[config.mk]
export PLATFORM = sky130hd
export DESIGN_NAME = load_extend_unit
export DESIGN_NICKNAME = d
export VERILOG_FILES = /design/src/rtl/load_ext_pkg.sv /design/src/rtl/load_extend_unit_lane_extend.sv /design/src/rtl/load_extend_unit.sv
export SDC_FILE = /design/constraint.sdc
export NUM_CORES = 1
export LEC_CHECK = 0
export CORE_ASPECT_RATIO = 0.8
export CORE_MARGIN = 2
export CORE_UTILIZATION = 35
export CTS_BUF_LIST = sky130_fd_sc_hd__clkbuf_8
export DETAILED_ROUTE_END_ITERATION = 10
export PLACE_DENSITY = 0.58
export SLEW_MARGIN = 25
export SYNTH_ARGS = -nofsm -noshare
export SYNTH_HDL_FRONTEND = slang
export SYNTH_SLANG_ARGS = --single-unit
[constraint.sdc]
create_clock -name clk -period 2.77 [get_ports clk]
set_input_delay 0.4155 -clock clk [delete_from_list [all_inputs] [get_ports clk]]
set_output_delay 0.4155 -clock clk [all_outputs]
set_load 0.01 [all_outputs]
[src/rtl/load_ext_pkg.sv]
// Shared types for the load-data extension stage: access size encoding,
// buffer entry layout, skid-buffer state encoding and a size helper.
package load_ext_pkg;

  // Access size as presented on in_size.
  typedef enum logic [1:0] {
    SZ_BYTE  = 2'd0,
    SZ_HALF  = 2'd1,
    SZ_WORD  = 2'd2,
    SZ_DWORD = 2'd3
  } size_e;

  // Entry fields are sized for the widest supported configuration; each
  // instance uses the low OUT_W / TAG_W bits.
  localparam int ENTRY_DATA_W = 128;
  localparam int ENTRY_TAG_W  = 16;

  typedef struct packed {
    logic [ENTRY_DATA_W-1:0] data;
    logic [ENTRY_TAG_W-1:0]  tag;
    logic                    misalign;
  } entry_t;

  // Occupancy of the 2-entry skid buffer.
  typedef enum logic [1:0] {
    ST_EMPTY = 2'd0,
    ST_ONE   = 2'd1,
    ST_FULL  = 2'd2
  } buf_state_e;

  // Number of bytes covered by an access of the given size.
  function automatic logic [3:0] size_bytes(input size_e size);
    logic [3:0] nbytes;
    case (size)
      SZ_BYTE:  nbytes = 4'd1;
      SZ_HALF:  nbytes = 4'd2;
      SZ_WORD:  nbytes = 4'd4;
      SZ_DWORD: nbytes = 4'd8;
      default:  nbytes = 4'd1;
    endcase
    return nbytes;
  endfunction

endpackage

[src/rtl/load_extend_unit_lane_extend.sv]
// Combinational lane select, sign/zero extension and alignment check for
// one memory word. Misaligned or oversized accesses yield zero data.
module lane_extend
  import load_ext_pkg::*;
#(
  parameter int DATA_W = 32,
  parameter int OUT_W  = 32
) (
  input  logic [DATA_W-1:0]           data,
  input  logic [$clog2(DATA_W/8)-1:0] offset,
  input  size_e                       size,
  input  logic                        sign,
  output logic [OUT_W-1:0]            result,
  output logic                        misalign
);

  logic [3:0]        nbytes_s;
  logic [6:0]        width_bits_s;
  logic [DATA_W-1:0] shifted_s;
  logic [OUT_W-1:0]  wide_s;
  logic [OUT_W-1:0]  mask_s;
  logic [OUT_W-1:0]  top_s;
  logic              fill_s;
  logic              unaligned_s;
  logic              illegal_s;

  // Shift the addressed lane down, mask it to the field width and fill the
  // upper bits; the mask trick covers the full-width case without any
  // zero-width replication.
  always_comb begin
    nbytes_s     = size_bytes(size);
    width_bits_s = {nbytes_s, 3'b000};
    shifted_s    = data >> {offset, 3'b000};
    wide_s       = OUT_W'(shifted_s);
    mask_s       = (OUT_W'(1'b1) << width_bits_s) - OUT_W'(1'b1);
    top_s        = wide_s >> (width_bits_s - 7'd1);
    fill_s       = top_s[0] & sign;
    unaligned_s  = (4'(offset) & (nbytes_s - 4'd1)) != 4'd0;
    illegal_s    = 32'(nbytes_s) > 32'(DATA_W / 8);
    misalign     = unaligned_s | illegal_s;
    if (misalign) begin
      result = '0;
    end else begin
      result = (wide_s & mask_s) | ({OUT_W{fill_s}} & ~mask_s);
    end
  end

endmodule

[src/rtl/load_extend_unit.sv]
// Load-data extension stage: extends the incoming memory word at accept
// time and holds results in a 2-entry skid buffer so memory and write-back
// sides can stall independently.
module load_extend_unit
  import load_ext_pkg::*;
#(
  parameter int DATA_W = 32,
  parameter int OUT_W  = 32,
  parameter int TAG_W  = 5
) (
  input  logic                        clk,
  input  logic                        rst_n,
  input  logic                        flush,
  input  logic                        in_valid,
  output logic                        in_ready,
  input  logic [DATA_W-1:0]           in_data,
  input  logic [$clog2(DATA_W/8)-1:0] in_offset,
  input  logic [1:0]                  in_size,
  input  logic                        in_sign,
  input  logic [TAG_W-1:0]            in_tag,
  output logic                        out_valid,
  input  logic                        out_ready,
  output logic [OUT_W-1:0]            out_data,
  output logic [TAG_W-1:0]            out_tag,
  output logic                        out_misalign
);

  logic [OUT_W-1:0] ext_s;
  logic             mis_s;
  buf_state_e       state_r;
  buf_state_e       state_next_s;
  logic             in_ready_r;
  logic             head_r;
  logic             tail_r;
  entry_t           mem_r [2];
  logic             accept_s;
  logic             emit_s;

  lane_extend #(
    .DATA_W (DATA_W),
    .OUT_W  (OUT_W)
  ) u_lane (
    .data     (in_data),
    .offset   (in_offset),
    .size     (size_e'(in_size)),
    .sign     (in_sign),
    .result   (ext_s),
    .misalign (mis_s)
  );

  assign in_ready     = in_ready_r;
  assign out_valid    = (state_r != ST_EMPTY);
  assign accept_s     = in_valid & in_ready_r;
  assign emit_s       = out_valid & out_ready;
  assign out_data     = mem_r[head_r].data[OUT_W-1:0];
  assign out_tag      = mem_r[head_r].tag[TAG_W-1:0];
  assign out_misalign = mem_r[head_r].misalign;

  // Occupancy transitions; flush overrides any accept or emit.
  always_comb begin
    state_next_s = state_r;
    if (flush) begin
      state_next_s = ST_EMPTY;
    end else begin
      case (state_r)
        ST_EMPTY: begin
          if (accept_s) state_next_s = ST_ONE;
          else          state_next_s = ST_EMPTY;
        end
        ST_ONE: begin
          if (accept_s && !emit_s)      state_next_s = ST_FULL;
          else if (!accept_s && emit_s) state_next_s = ST_EMPTY;
          else                          state_next_s = ST_ONE;
        end
        ST_FULL: begin
          if (emit_s) state_next_s = ST_ONE;
          else        state_next_s = ST_FULL;
        end
        default: state_next_s = ST_EMPTY;
      endcase
    end
  end

  // State register and registered in_ready, which looks only at the next
  // occupancy so it never depends combinationally on out_ready.
  always_ff @(posedge clk) begin
    if (!rst_n) begin
      state_r    <= ST_EMPTY;
      in_ready_r <= 1'b0;
    end else begin
      state_r    <= state_next_s;
      in_ready_r <= (state_next_s != ST_FULL);
    end
  end

  // Entry storage and head/tail pointers; reset clears entries so the
  // outputs read back as zero.
  always_ff @(posedge clk) begin
    if (!rst_n) begin
      head_r <= 1'b0;
      tail_r <= 1'b0;
      for (int i = 0; i < 2; i++) begin
        mem_r[i] <= '0;
      end
    end else if (flush) begin
      head_r <= 1'b0;
      tail_r <= 1'b0;
    end else begin
      if (accept_s) begin
        mem_r[tail_r].data     <= ENTRY_DATA_W'(ext_s);
        mem_r[tail_r].tag      <= ENTRY_TAG_W'(in_tag);
        mem_r[tail_r].misalign <= mis_s;
        tail_r                 <= ~tail_r;
      end
      if (emit_s) begin
        head_r <= ~head_r;
      end
    end
  end

endmodule

==> metrics.cfg <==
[synth]
synth_area_per_cell_sq_um=12.7
synth_top_area_frac=0.549
synth_edf_count=76
yosys_warnings=0
syn-instance-count=326
syn_area_sq_mm=0.00415
synth_area_leader_cell=edfxtp_1
yosys_register_bits=82
async_flop_share=0
ys_seq_area_frac=0.578
synth.area.top_cells=edfxtp_1 (55%), mux2_2 (13%), o21ai_0 (4.0%)
synth_nets=374
synth.distinct_cells=40
synth_flop_cell=edfxtp_1

[worst_setup_path]
critPathBufInv=2
crit_family=buffers and inverters
crit_path_end_kind=primary output
cpPeakStageDelay_ps=500
worst-endpoint-arrival_ps=1870
worst-setup-path-type=flop to primary output
cp_max_fo=38
cp_slowest_cell=clkdlybuf4s50_1
required_ps=2350
cp-start-kind=flop
crit_chain=buf_12 > mux2_2 > clkdlybuf4s50_1

[timing]
finalCritPeriodShare=0.824
finalSetupTns_ps=0
hold_viol=0
setup_viol=0
skew_ps=5.70
setup_ws_ps=489
slew_headroom=0.584
worstMarginPinSlew_ps=623
drv_slew=0
fmax_mhz=438
period_needed_ps=2280
rsz0062_at_grt=false

[final_layout]
layout.nets=462
antenna_cells=0
drive_gt1_frac=0.220
finalInstanceArea_sq_mm=0.00543
fill_cells=1082
fin_util=0.470
area_growth_pct=30.8

[drt]
postRouteAntennaNets=0
via_per_inst=5.12
wl_per_cell_microns=18.0
drc_errors=0
drt_iter0_drc=215
routed_wl_microns=10200
via_count=2904
first_pass_iters=5

[cts]
cts_resized=0
numCtsBuffers=9
htreeDepth=3
clkTransAtPathRegs_ps=80
clkSinkCount=82
clock_path_buffers=2
cts_hold_buf=0
cts_root_buf=clkbuf_8
cts_tree=yes
clk-insertion-delay-late_ps=350
post-cts-setup-buffers=0

[global_route]
grt_pass1_wl_microns=16100
grt_pass1_vias=2964
overflow=0
groute.usage.overall=0.165
grt_start_max_net_pins=39
antenna_found_initial=0

[power_and_ir_drop]
power_density_mw_per_mm2=489
ir_worst_vdd_v=0.000273
total_leakage_power_nw=1.97
fin_total_pwr_mw=2.66

[flow_run]
cap_viol_max_count=0

[outcome]
status=finished clean

[floorplanning]
dieArea_sq_mm=0.0128
coreArea_sq_mm=0.0116
start_util=0.359
pin_count=87
die_h_microns=101
die_x_microns=126
rows=35

[placed_design]
io_buffers=86
dpl-instance-area_sq_mm=0.00524
gp_congestion=0.755
dp_hpwl_microns=7060
place_ws_ps=123

[worst_hold_path]
worstHoldPathType=flop to flop

==> flip-flops by register name (all words and copies together) (netlist names), named ones only <==
name / count
mem_r: 76
head_r: 1
tail_r: 1
in_ready: 1
state_r: 2
==> per-stage QoR <==
| stage | cells | hold slack [ps] |
|---|---|---|
| after global routing | 567 | 570 |
| after detailed placement | 551 | 492 |
| after global placement | 551 | 489 |
| after floorplan | 326 | 472 |
| after CTS | 567 | 515 |
| final | 567 | 509 |
==> report_power, final <==
group | internal (mW) | switching [mW] | leakage, nW
Combinational | 0.203 | 0.186 | 1.04
Clock | 0.415 | 0.444 | 0.0970
Sequential | 1.40 | 0.0121 | 0.836
Total | 2.01 | 0.642 | 1.97
==> final timing paths <==
path,depth (start not counted),endpoint,startpoint,slack [ps]
hold reg to reg,2,flop,head_r,510
setup reg to reg,4,mem_r[1][11],in_ready,890
setup / recovery,3,out_data[17],flop,490
hold / removal,2,flop,head_r,510
==> final cells by class <==
cell class	count	area, sq um	share of cell area
Clock inverter	7	68.8	0.0127
Multi-Input combinational cell	211	1580	0.291
Sequential cell	82	2400	0.442
Tap cell	148	185	0.0341
Clock buffer	9	124	0.0228
Timing Repair Buffer	98	1030	0.189
Inverter	12	45.0	0.00829
==> logic make-up after synthesis <==
family | synth area share
AND/OR/NAND/NOR | 0.113
adder cells (fa/ha/maj) | 0.00301
XOR/XNOR | 0.00633
AO/OA/AOI/OAI | 0.0901
multiplexers | 0.167
buffers and inverters | 0.0422
flip-flops | 0.578
==> tightest hold or removal path: stages (launching register included) <==
cell and delay [ps]:
dfxtp_1 330, xor2_1 80, nor2_1 70
==> cells in the final DEF, fill, tap and decap left out, drive strengths merged, types with 3 or more instances in the layout <==
cell           instances
a21oi                 14
a221oi                 5
and2                  12
buf                   12
clkbuf                 9
clkdlybuf4s50         86
clkinv                 4
dfxtp                  6
edfxtp                76
inv                   13
mux2                  49
mux2i                 14
nand2                  7
nand2b                 3
nor2                  30
nor2b                  4
nor3                  11
nor3b                  6
o21ai                 36
or2                    3
==> routing by layer <==
layer / global-route usage / share of wire / vias up
met4: 0.0465 / 0.014 / 0
met5: 0 / 0 / -
li1: - / - / 1382
met1: 0.223 / 0.46 / 1412
met3: 0.0412 / 0.057 / 13
met2: 0.267 / 0.47 / 97
==> synthesized netlist by cell type, types with 2 or more instances <==
cell type   n
o21ai_1     3
a21oi_1    13
nor4_1      2
nor3_4      3
clkbuf_1    6
or2_2       2
buf_2       5
dfxtp_1     6
xor2_1      2
inv_2       2
buf_6       4
and2_1     12
nand2b_1    3
nor2_1     30
mux2i_1    13
a221oi_1    4
nor2b_1     4
nor3b_1     6
a211oi_1    2
buf_1       2
mux2_2     49
nand4_2     2
inv_1      10
edfxtp_1   76
nor3_1      8
buf_4       4
o21ai_0    33
nand2_1     7
nand3_1     2
No activity file was read; power rests on OpenSTA's default activity.
